===== config.mk =====
export PLATFORM = sky130hd
export DESIGN_NAME = neopixel_chain
export DESIGN_NICKNAME = d
export VERILOG_FILES = /design/src/rtl/neopixel_pkg.sv /design/src/rtl/neopixel_symbol_gen.sv /design/src/rtl/neopixel_chain.sv
export SDC_FILE = /design/constraint.sdc
export NUM_CORES = 1
export LEC_CHECK = 0
export ABC_AREA = 1
export ABC_CLOCK_PERIOD_IN_PS = 4710
export CAP_MARGIN = 10
export CORE_UTILIZATION = 31
export CTS_BUF_LIST = sky130_fd_sc_hd__clkbuf_8
export CTS_CLUSTER_DIAMETER = 100
export CTS_CLUSTER_SIZE = 20
export DETAILED_ROUTE_END_ITERATION = 8
export SLEW_MARGIN = 15
export SYNTH_ARGS = -nofsm -noshare
export SYNTH_HDL_FRONTEND = slang
export SYNTH_SLANG_ARGS = --single-unit

===== constraint.sdc =====
create_clock -name clock -period 4.71 [get_ports clock]
set_clock_uncertainty 0.05 [all_clocks]
set_input_delay 0.471 -clock clock [delete_from_list [all_inputs] [get_ports clock]]
set_output_delay 0.471 -clock clock [all_outputs]
set_load 0.02 [all_outputs]

===== src/rtl/neopixel_pkg.sv =====
// Shared types and timing helpers for the WS281x/SK6812 chain driver.
package neopixel_pkg;

    localparam int BITS_RGB  = 24;
    localparam int BITS_RGBW = 32;

    typedef enum logic [1:0] {
        IDLE,
        FILL,
        SYM,
        LATCH
    } state_e;

    // Truncating ns -> clock cycle conversion; the /1000 first keeps the product in 32 bits.
    function automatic int ns_to_cycles(input int clk_hz, input int ns);
        return (clk_hz / 1000 * ns) / 1_000_000;
    endfunction

endpackage


===== src/rtl/neopixel_symbol_gen.sv =====
// One WS281x symbol: high for T0H/T1H cycles, low for the rest of a TBIT period.
module neopixel_symbol_gen #(
    parameter int T0H_CYC  = 11,
    parameter int T1H_CYC  = 22,
    parameter int TBIT_CYC = 40
) (
    input  logic clock,
    input  logic reset_n,
    input  logic go,
    input  logic bit_value,
    output logic line,
    output logic last_cycle
);

    localparam int CW = $clog2(TBIT_CYC) + 1;
    localparam logic [CW-1:0] T0H_C     = CW'(T0H_CYC);
    localparam logic [CW-1:0] T1H_C     = CW'(T1H_CYC);
    localparam logic [CW-1:0] TBIT_LAST = CW'(TBIT_CYC - 1);

    logic [CW-1:0] cnt_q, cnt_d;

    // The counter wraps to 0 on the last cycle so back-to-back symbols have no gap.
    always_comb begin
        cnt_d      = '0;
        line       = 1'b0;
        last_cycle = 1'b0;
        if (go) begin
            last_cycle = (cnt_q == TBIT_LAST);
            line       = (cnt_q < (bit_value ? T1H_C : T0H_C));
            cnt_d      = last_cycle ? '0 : cnt_q + CW'(1);
        end
    end

    always_ff @(posedge clock or negedge reset_n) begin
        if (!reset_n) begin
            cnt_q <= '0;
        end else begin
            cnt_q <= cnt_d;
        end
    end

endmodule


===== src/rtl/neopixel_chain.sv =====
// Frame controller for a daisy-chained WS281x/SK6812 string: one-entry pixel
// prefetch buffer, MSB-first shift register, latch gap and done/underrun pulses.
module neopixel_chain
    import neopixel_pkg::*;
#(
    parameter int CLOCK_SPEED_HZ = 32_000_000,
    parameter int NUM_PIXELS     = 8,
    parameter int BITS_PER_PIXEL = BITS_RGB,
    parameter int T0H_NS         = 350,
    parameter int T1H_NS         = 700,
    parameter int TBIT_NS        = 1250,
    parameter int LATCH_US       = 80
) (
    input  logic                      clock,
    input  logic                      reset_n,
    input  logic                      start,
    input  logic [BITS_PER_PIXEL-1:0] pixel_data,
    input  logic                      pixel_valid,
    output logic                      pixel_ready,
    output logic                      busy,
    output logic                      done,
    output logic                      underrun,
    output logic                      one_wire
);

    localparam int T0H_CYC   = ns_to_cycles(CLOCK_SPEED_HZ, T0H_NS);
    localparam int T1H_CYC   = ns_to_cycles(CLOCK_SPEED_HZ, T1H_NS);
    localparam int TBIT_CYC  = ns_to_cycles(CLOCK_SPEED_HZ, TBIT_NS);
    localparam int LATCH_CYC = CLOCK_SPEED_HZ / 1_000_000 * LATCH_US;

    localparam int BW = $clog2(BITS_PER_PIXEL) + 1;
    localparam int RW = $clog2(NUM_PIXELS) + 1;
    localparam int LW = $clog2(LATCH_CYC) + 1;

    localparam logic [BW-1:0] BIT_TOP    = BW'(BITS_PER_PIXEL - 1);
    localparam logic [RW-1:0] REQ_MAX    = RW'(NUM_PIXELS);
    localparam logic [LW-1:0] LATCH_LAST = LW'(LATCH_CYC - 1);

    if (!(BITS_PER_PIXEL == BITS_RGB || BITS_PER_PIXEL == BITS_RGBW)) begin : g_bad_bpp
        $error("neopixel_chain: BITS_PER_PIXEL must be 24 or 32");
    end
    if (!(1 <= T0H_CYC && T0H_CYC < T1H_CYC && T1H_CYC < TBIT_CYC)) begin : g_bad_timing
        $error("neopixel_chain: need 1 <= T0H_CYC < T1H_CYC < TBIT_CYC");
    end
    if (NUM_PIXELS < 1) begin : g_bad_count
        $error("neopixel_chain: NUM_PIXELS must be at least 1");
    end

    state_e                    state_q, state_d;
    logic [BITS_PER_PIXEL-1:0] buf_q, buf_d;
    logic [BITS_PER_PIXEL-1:0] shreg_q, shreg_d;
    logic                      buf_full_q, buf_full_d;
    logic [BW-1:0]             bit_ctr_q, bit_ctr_d;
    logic [RW-1:0]             req_ctr_q, req_ctr_d;
    logic [LW-1:0]             latch_ctr_q, latch_ctr_d;
    logic                      abort_q, abort_d;
    logic                      busy_q, busy_d;
    logic                      done_q, done_d;
    logic                      underrun_q, underrun_d;
    logic                      ready_q, ready_d;

    logic sym_go, sym_line, sym_last, xfer;

    assign xfer   = pixel_valid & ready_q;
    assign sym_go = (state_q == SYM);

    neopixel_symbol_gen #(
        .T0H_CYC (T0H_CYC),
        .T1H_CYC (T1H_CYC),
        .TBIT_CYC(TBIT_CYC)
    ) u_sym (
        .clock     (clock),
        .reset_n   (reset_n),
        .go        (sym_go),
        .bit_value (shreg_q[BITS_PER_PIXEL-1]),
        .line      (sym_line),
        .last_cycle(sym_last)
    );

    always_comb begin
        state_d     = state_q;
        buf_d       = buf_q;
        shreg_d     = shreg_q;
        buf_full_d  = buf_full_q;
        bit_ctr_d   = bit_ctr_q;
        req_ctr_d   = req_ctr_q;
        latch_ctr_d = latch_ctr_q;
        abort_d     = abort_q;
        busy_d      = busy_q;
        done_d      = 1'b0;
        underrun_d  = 1'b0;

        // ready is only high while the buffer is empty, so this never collides with a reload.
        if (xfer) begin
            buf_d      = pixel_data;
            buf_full_d = 1'b1;
            req_ctr_d  = req_ctr_q + RW'(1);
        end

        case (state_q)
            IDLE: begin
                if (start) begin
                    state_d     = FILL;
                    busy_d      = 1'b1;
                    req_ctr_d   = '0;
                    buf_full_d  = 1'b0;
                    abort_d     = 1'b0;
                    latch_ctr_d = '0;
                end
            end
            FILL: begin
                if (buf_full_q) begin
                    shreg_d    = buf_q;
                    buf_full_d = 1'b0;
                    bit_ctr_d  = BIT_TOP;
                    state_d    = SYM;
                end
            end
            SYM: begin
                if (sym_last) begin
                    if (bit_ctr_q != '0) begin
                        shreg_d   = shreg_q << 1;
                        bit_ctr_d = bit_ctr_q - BW'(1);
                    end else if (buf_full_q) begin
                        shreg_d    = buf_q;
                        buf_full_d = 1'b0;
                        bit_ctr_d  = BIT_TOP;
                    end else begin
                        // Empty buffer: either the frame is complete or the source fell behind.
                        state_d = LATCH;
                        abort_d = (req_ctr_q != REQ_MAX);
                    end
                end
            end
            LATCH: begin
                if (latch_ctr_q == LATCH_LAST) begin
                    state_d     = IDLE;
                    busy_d      = 1'b0;
                    done_d      = ~abort_q;
                    underrun_d  = abort_q;
                    latch_ctr_d = '0;
                    buf_full_d  = 1'b0;
                end else begin
                    latch_ctr_d = latch_ctr_q + LW'(1);
                end
            end
            default: state_d = IDLE;
        endcase

        ready_d = busy_d & ~buf_full_d & (req_ctr_d < REQ_MAX) & (state_d != LATCH);
    end

    always_ff @(posedge clock or negedge reset_n) begin
        if (!reset_n) begin
            state_q     <= IDLE;
            buf_q       <= '0;
            shreg_q     <= '0;
            buf_full_q  <= 1'b0;
            bit_ctr_q   <= '0;
            req_ctr_q   <= '0;
            latch_ctr_q <= '0;
            abort_q     <= 1'b0;
            busy_q      <= 1'b0;
            done_q      <= 1'b0;
            underrun_q  <= 1'b0;
            ready_q     <= 1'b0;
        end else begin
            state_q     <= state_d;
            buf_q       <= buf_d;
            shreg_q     <= shreg_d;
            buf_full_q  <= buf_full_d;
            bit_ctr_q   <= bit_ctr_d;
            req_ctr_q   <= req_ctr_d;
            latch_ctr_q <= latch_ctr_d;
            abort_q     <= abort_d;
            busy_q      <= busy_d;
            done_q      <= done_d;
            underrun_q  <= underrun_d;
            ready_q     <= ready_d;
        end
    end

    assign pixel_ready = ready_q;
    assign busy        = busy_q;
    assign done        = done_q;
    assign underrun    = underrun_q;
    assign one_wire    = sym_line;

endmodule

---- After elaboration in Yosys (flattened, before gate mapping) ----
Index checks and enable logic that the tools add are counted.
cells by class
  $lt $le $gt $ge ......................... 2
  reductions and logical operators ........ 8
  equal/unequal tests ..................... 11
  mux-type cells .......................... 45
  add/subtract/negate cells ............... 4
  bitwise logic cells ..................... 6
operator list
  kind                   number
  $mux 24                3
  $pmux 24 s2            1
  $mux 13                2
  $pmux 13 s2            1
  $mux 1                 18
  $mux 6                 3
  $mux 7                 2
  $add 13x1->13 const B  1
  $eq 13x12->1 const B   1
  $mux 2                 6
  $mux 4                 3
  $pmux 6 s2             1
  $ne 2x2->1 const B     4
  $pmux 2 s4             1
  $add 7x1->7 const B    1
  $eq 7x6->1 const B     1
  $lt 7x7->1             1
  $reduce_bool 2->1      3
  $reduce_bool 6->1      1
  $sub 6x1->6 const B    1
  $mux 5                 1
  $reduce_and 5->1       1
  $add 4x1->4 const B    1
  $and 1x1->1            4
  other kinds (10)       14
storage, ports and cells
  output and inout bits ................... 5
  bits in registers ....................... 86
  word-level logic and storage cells ...... 89
  input port bits ......................... 28

---- Logic depth before layout (Yosys ltp) ----
Gate-level depths: netlist of the first run.
  word-level depth ........................ 10
  mapped depth ............................ 12
  gate-level depth less buffers ........... 12

---- Hierarchy ----
A second synthesis of the first run with hierarchy kept.
second synthesis, totals
  cells, all modules ...................... 470
  area, all modules ....................... 4,134.0 um2
modules (own cells, without submodules)
  module               area an instance (um2)  instances  cells each  seq. area each (um2)
  neopixel_chain       3,692.3                 1          413         1,976.9
  neopixel_symbol_gen  441.7                   1          57          175.2

---- Least setup slack after synthesis of the first run ----
OpenSTA, ideal clock, no wires.
  path kind ............................... reg2out
  start point ............................. reg shreg_q[23]
  end point ............................... out one_wire
  setup slack ............................. 2,983 ps
  buffers on the path ..................... 0
  arrival ................................. 1,206 ps
  cell stages (with the launch flop) ...... 6
  data required time ...................... 4,189 ps
  cells stage by stage .................... dfrtp_1 > inv_1 > ha_1 > a31oi_1 > o211ai_1 > nor2_1
on the way
  longest elaborated chain between the ends .. 3
RTL lines
  element                   line                       RTL
  start: declaration        neopixel_chain.sv:51       logic [BITS_PER_PIXEL-1:0] shreg_q, shreg_d;
  start signal: assignment  neopixel_chain.sv:170      shreg_q <= shreg_d;
  $mux 5                    neopixel_symbol_gen.sv:29  line = (cnt_q < (bit_value ? T1H_C : T0H_C));
  $lt 7x7->1                neopixel_symbol_gen.sv:29
  $mux 1                    neopixel_symbol_gen.sv:27  if (go) begin
  end: declaration          neopixel_chain.sv:23       output logic one_wire
Every way passes these cells.

---- Worst setup path in the final report of the first run ----
  start point ............................. reg state_q[0]
  end point ............................... out one_wire
on the way
  longest elaborated chain between the ends .. 2
RTL lines
  element                   line                       RTL
  start: declaration        neopixel_chain.sv:49       state_e state_q, state_d;
  start signal: assignment  neopixel_chain.sv:168      state_q <= state_d;
  $eq 2x2->1                neopixel_chain.sv:65       assign sym_go = (state_q == SYM);
  $mux 1                    neopixel_symbol_gen.sv:27
Every way passes these cells.

==> out/qor.txt, run 1 <==
outcome - completed
Critical Path End Type - output pin
H-tree depth reported by CTS - 3
sequential share of the synthesized area - 51.1%
Tightest Hold Check Type - flip-flop to flip-flop
area grow syn2layout - 16.2%
CTS Sinks - 86
layout cells sized above 1 - 7.09%
Root Buffer - clkbuf_8
Pwr Density - 269 nW/um^2
RSZ-0062 raised after global routing - no
ANT nets after route - 0
fmax - 361 MHz
post-DR wirelength/cell - 11.8 um
cell row count - 42
Final setup viols - 0
global-route wire length before repair - 15.2 mm
Hold Path Stages - 2
clock latency on the worst-skew pair - 0.38 ns
CP Launch Point - state_q[0]$_DFF_PN0_
Cells after Synth - 514
final slew viol count - 0
first-pass detailed-route iteration total - 4
worst hold margin - 0.434 ns
largest net degree at the start of global routing - 54
kind of critical path - flip-flop to output pin
ANT cells - 0
CP Max Fanout - 10
synthesized area per cell - 8.20 sq um
die area - 14100 sq um
core area - 13200 sq um
Critical Path AT - 2.25 ns
WL final - 8.58 mm
WP data required - 4.19 ns
Critical Path Sink - one_wire
Worst Tran Pin Value - 0.783 ns
Multi-input gate area - 1800 sq um
Detail Placement HPWL - 5.96 mm
register area - 2150 sq um
Initial DRC Count - 231
Die Span X - 119 um
die height - 119 um
cts bufs inserted - 9
period utilization - 58.9%
fin nets - 585
r2r worst-path depth - 9
EDFF count, synth - 0
commonest cells in the netlist - nand2_1, dfrtp_1, nor2_1
Vias/cell - 4.63
Peak VDD IR - 215 uV
vias in the first global route - 3290
clock-pin slew on the worst setup and hold paths - 0.09 ns
Leak Pwr - 2.36 nW
most frequent cell after synthesis - nand2_1
via count - 3364
Max Cap Viol - 0
initial core utilization - 31.8%
Port Buf Inserts - 32
grt ovf - 0
Synth cell types - 39
GPL Wtd Cong - 0.823
# resized after CTS - 0
residual DRC count - 0
Worst slew margin - 47.5%
Clock Tree Buf Depth - 2
minimum clock period - 2.77 ns
endpoints failing hold - 0
Mapped Nets - 554
Synth Cell Area - 4210 sq um
R2R Setup Slk - 2.21 ns
I/O pin cnt - 33
Post-synth ARST share - 100%
initial antenna violation count - 0
Fill cells - 1416
Post-CTS Setup Repair Bufs - 0
hold_buf cts - 1
Reg-to-Reg End - pixel_ready$_DFF_PN0_
All-Layer GR Usage - 13.4%
CP startpoint kind - flip-flop
warning count from the yosys run - 0
CTS tree - built
Post-synth top flop - dfrtp_1
final setup TNS - 0 ns
Synth area leaders - dfrtp_1, nand2_1, nor2_1, inv_1, ha_1
top-area cell type share of the netlist area - 51.1%
worst r2r src - pixel_ready$_DFF_PN0_
area leader, netlist - dfrtp_1
flops & latches, synth - 86
## flip-flops by register name (all words and copies together) (netlist names)
name / count
buf_q: 24
shreg_q: 24
latch_ctr_q: 13
u_sym.cnt_q: 7
bit_ctr_q: 6
req_ctr_q: 4
state_q: 2
abort_q: 1
buf_full_q: 1
busy: 1
done: 1
pixel_ready: 1
underrun: 1
## layout make-up
type                            count  share of cell area, %
Sequential cell                    86                   44.0
Clock inverter                      6                   1.43
Clock buffer                       10                   2.81
Tap cell                          176                   4.50
Multi-Input combinational cell    366                   36.7
Timing Repair Buffer               34                   6.85
Inverter                           48                   3.73
## critical path, stage by stage, from the launching register on
cell,delay (ns)
dfrtp_1,0.42
inv_1,0.10
ha_1,0.40
inv_1,0.21
nor2_1,0.14
clkdlybuf4s50_1,0.61
## power breakdown
group / total (mW) / internal [mW] / leakage, nW / switching [mW]
Sequential: 0.738 / 0.738 / 1.17 / 0
Clock: 0.543 / 0.263 / 0.100 / 0.280
Combinational: 0.0382 / 0.0203 / 1.10 / 0.0179
Total: 1.32 / 1.02 / 2.36 / 0.298
## per-stage QoR
step	total power, mW	setup WS (ns)	cells	utilization (%)	instance area [sq um]
after CTS	1.34	1.87	726	37.0	4890
after detailed placement	0.792	1.67	709	35.3	4680
after floorplan	0.753	2.98	514	-	4210
final	1.32	1.94	726	37.0	4890
after global routing	1.37	1.77	726	37.0	4890
after global placement	0.791	1.78	709	35.3	4680
## layout by cell type (no fill, tap or decap), types with 2 or more instances in the layout
cell | netlist | routed
nand2_4 | 2 | 2
ha_1 | 12 | 12
a22oi_1 | 2 | 2
nand3_2 | 2 | 2
clkbuf_8 | 0 | 10
nand2_2 | 5 | 5
nor3b_1 | 2 | 2
a31oi_1 | 22 | 22
nor3_1 | 9 | 9
buf_4 | 2 | 2
inv_1 | 44 | 44
nand4_1 | 4 | 4
dfrtp_1 | 86 | 86
nor2_4 | 2 | 2
o21ai_2 | 2 | 2
clkdlybuf4s50_1 | 0 | 31
xor2_1 | 6 | 6
nand3_1 | 13 | 13
o21ai_0 | 21 | 21
nand2_1 | 174 | 174
clkinvlp_4 | 0 | 2
inv_2 | 2 | 2
o22ai_1 | 3 | 3
a21oi_1 | 15 | 15
nor2_1 | 59 | 59
## cells by family after synthesis
| kind of cell | Yosys count | synth area share, % |
|---|---|---|
| simple gates | 280 | 28.5 |
| flops | 86 | 51.1 |
| compound gates | 68 | 9.32 |
| buf+inv | 62 | 6.29 |
| fa+ha+maj | 12 | 3.56 |
| xor+xnor | 6 | 1.25 |
## per-layer routing
metal	global-route usage, %	wire length, um
met1	16.9	4110
met2	21.8	4000
met3	3.72	319
met4	5.22	148
met5	0	0
## worst min path at each step
stage,startpoint,endpoint
after floorplan,reset_n,abort_q$_DFFE_PN0P_
after global placement,reset_n,buf_q[18]$_DFFE_PN0P_
after detailed placement,reset_n,buf_q[18]$_DFFE_PN0P_
after CTS,buf_q[12]$_DFFE_PN0P_,buf_q[12]$_DFFE_PN0P_
after global routing,buf_q[11]$_DFFE_PN0P_,buf_q[11]$_DFFE_PN0P_
final,buf_q[22]$_DFFE_PN0P_,buf_q[22]$_DFFE_PN0P_
Power figures use the tool's default switching activity.
==> run 2: changes to the inputs <==
--- a/config.mk
+++ b/config.mk
@@ -6,7 +6,7 @@
 export NUM_CORES = 1
 export LEC_CHECK = 0
 export ABC_AREA = 1
-export ABC_CLOCK_PERIOD_IN_PS = 4710
+export ABC_CLOCK_PERIOD_IN_PS = 2300
 export CAP_MARGIN = 10
 export CORE_UTILIZATION = 31
 export CTS_BUF_LIST = sky130_fd_sc_hd__clkbuf_8
==> constraint.sdc (replaced) <==
create_clock -name clock -period 2.3 [get_ports clock]
set_clock_uncertainty 0.05 [all_clocks]
set_input_delay 0.23 -clock clock [delete_from_list [all_inputs] [get_ports clock]]
set_output_delay 0.23 -clock clock [all_outputs]
set_load 0.02 [all_outputs]
==> run 2 against run 1 <==
Net effect:
- sequential cell count is the same
- via count shrank 0.12%
- power grew 110%
- design area grew 1.8%
- setup slack lost 1.7 ns
- sequential share of layout area shrank 0.78 points
- routed wire length grew 0.92%
- clock-buffer cell count shrank 1
- register-to-register slack lost 2.0 ns
- largest cell class unchanged
==> out/qor.txt, run 2 (synthesis gave the netlist of run 1 again) <==
CP max-delay cell - dfrtp_1
die area - 14100 sq um
CTS tree - built
Clock Tree Buf Depth - 2
grt ovf - 0
Critical Path End Type - output pin
via count - 3360
layout cells sized above 1 - 8.09%
Port Buf Inserts - 32
post-layout util - 37.6%
GR Util met3 - 3.38%
final slew viol count - 0
Crit path largest cell delay - 0.40 ns
WL final - 8.66 mm
leading cell type in the layout, fill and taps excluded - nand2_1
clock-pin slew on the worst setup and hold paths - 0.10 ns
CP Launch Point - shreg_q[23]$_DFFE_PN0P_
final setup margin - 0.198 ns
met2 Usage GRT - 20.8%
RSZ-0062 raised after global routing - no
global-route wire length before repair - 14.9 mm
cts bufs inserted - 9
Placed Cells - 715
die height - 119 um
Leak Pwr - 2.42 nW
residual DRC count - 0
final setup TNS - 0 ns
period utilization - 91.4%
largest net degree at the start of global routing - 67
Root Buffer - clkbuf_8
Power, Total - 2.82 mW
cell row count - 42
fin nets - 591
Max Cap Viol - 0
met1 usage - 17.2%
pre-CTS WS - 0.274 ns
Initial DRC Count - 121
CP startpoint kind - flip-flop
Worst slew margin - 69.5%
Regs by FF count - buf_q (24), shreg_q (24), latch_ctr_q (13)
gr busiest metal - met2
Peak VDD IR - 391 uV
CP delay by family, top - buffers and inverters
ANT cells - 0
Fill cells - 1378
endpoints failing hold - 0
ANT nets after route - 0
initial antenna violation count - 0
H-tree depth reported by CTS - 3
Detail Placement HPWL - 6.15 mm
post-DR wirelength/cell - 11.8 um
Pwr Density - 565 nW/um^2
initial core utilization - 31.8%
worst r2r src - state_q[0]$_DFF_PN0_
Worst Tran Pin Value - 0.458 ns
minimum clock period - 2.10 ns
kind of critical path - flip-flop to output pin
Critical Path AT - 1.82 ns
I/O pin cnt - 33
GPL Wtd Cong - 0.822
Die Span X - 119 um
CP Max Fanout - 3
Tightest Hold Check Type - input pin to asynchronous set/reset pin
outcome - completed
CP cell instances - inv_1 > ha_1 > a31oi_1 > o211ai_1 > nor2_1 > dlygate4sd2_1
clock latency on the worst-skew pair - 0.38 ns
vias in the first global route - 3238
final instance area - 4980 sq um
area grow syn2layout - 18.3%
first-pass detailed-route iteration total - 4
All-Layer GR Usage - 13.3%
Vias/cell - 4.59
most frequent cells in the layout - nand2_1, dfrtp_1, nor2_1
worst path buffer plus inverter count - 2
fin cells - 732
placed cell areas - 4750 sq um
core area - 13200 sq um
CTS Sinks - 86
WP data required - 2.02 ns
Final setup viols - 0
worst hold margin - 0.213 ns
fmax - 476 MHz
-- run 2: report_power, final --
part / total (mW) / internal, mW / leakage [nW] / switching (mW)
Clock: 1.23 / 0.627 / 0.115 / 0.601
Sequential: 1.51 / 1.51 / 1.17 / 0
Combinational: 0.0797 / 0.0438 / 1.14 / 0.0360
Total: 2.82 / 2.18 / 2.42 / 0.637
-- run 2: area by class of cell --
| cell class | count | area (sq um) | share of cell area [%] |
|---|---|---|---|
| repair buffers | 40 | 404 | 8.11 |
| clock buffers | 9 | 124 | 2.49 |
| inverters | 48 | 183 | 3.67 |
| multi-input cells | 366 | 1800 | 36.1 |
| flip-flops and latches | 86 | 2150 | 43.2 |
| clock inverters | 7 | 104 | 2.08 |
| well taps | 176 | 220 | 4.42 |
-- run 2: path summary, 6_finish.rpt --
check / slack (ns) / to / cells after the start
max: 0.20 / one_wire / 6
min: 0.21 / buf_q[2]$_DFFE_PN0P_ / 2
min reg2reg: 0.43 / buf_q[21]$_DFFE_PN0P_ / 2
max in group asynchronous: 1.36 / buf_q[6]$_DFFE_PN0P_ / 3
max reg2reg: 0.25 / shreg_q[5]$_DFFE_PN0P_ / 10
min in group clock: 0.32 / buf_q[15]$_DFFE_PN0P_ / 3
-- run 2: worst register-to-register path, cell delays in order (launching register included) --
cell and delay [ns]:
dfrtp_1 0.43, inv_1 0.10, ha_1 0.27, buf_4 0.19, nor2_1 0.06, inv_1 0.16, nand3_4 0.13, nand2_4 0.21
buf_12 0.19, nor2_1 0.06, a31oi_1 0.14
-- run 2: timing repair --
| item | 4_1_cts | 5_1_grt |
|---|---|---|
| hold endpoints to repair | 20 | 0 |
| setup endpoints to repair | 1 | 0 |
| buffers inserted | 0 | 0 |
| resized for setup | 1 | 0 |
| hold buffers | 1 | 0 |
-- run 2: per-layer routing --
layer  vias to the layer above  wire [um]
met4                         0        146
met2                        63       3920
met1                      1561       4250
met3                         9        332
li1                       1727          -
met5                         -          0
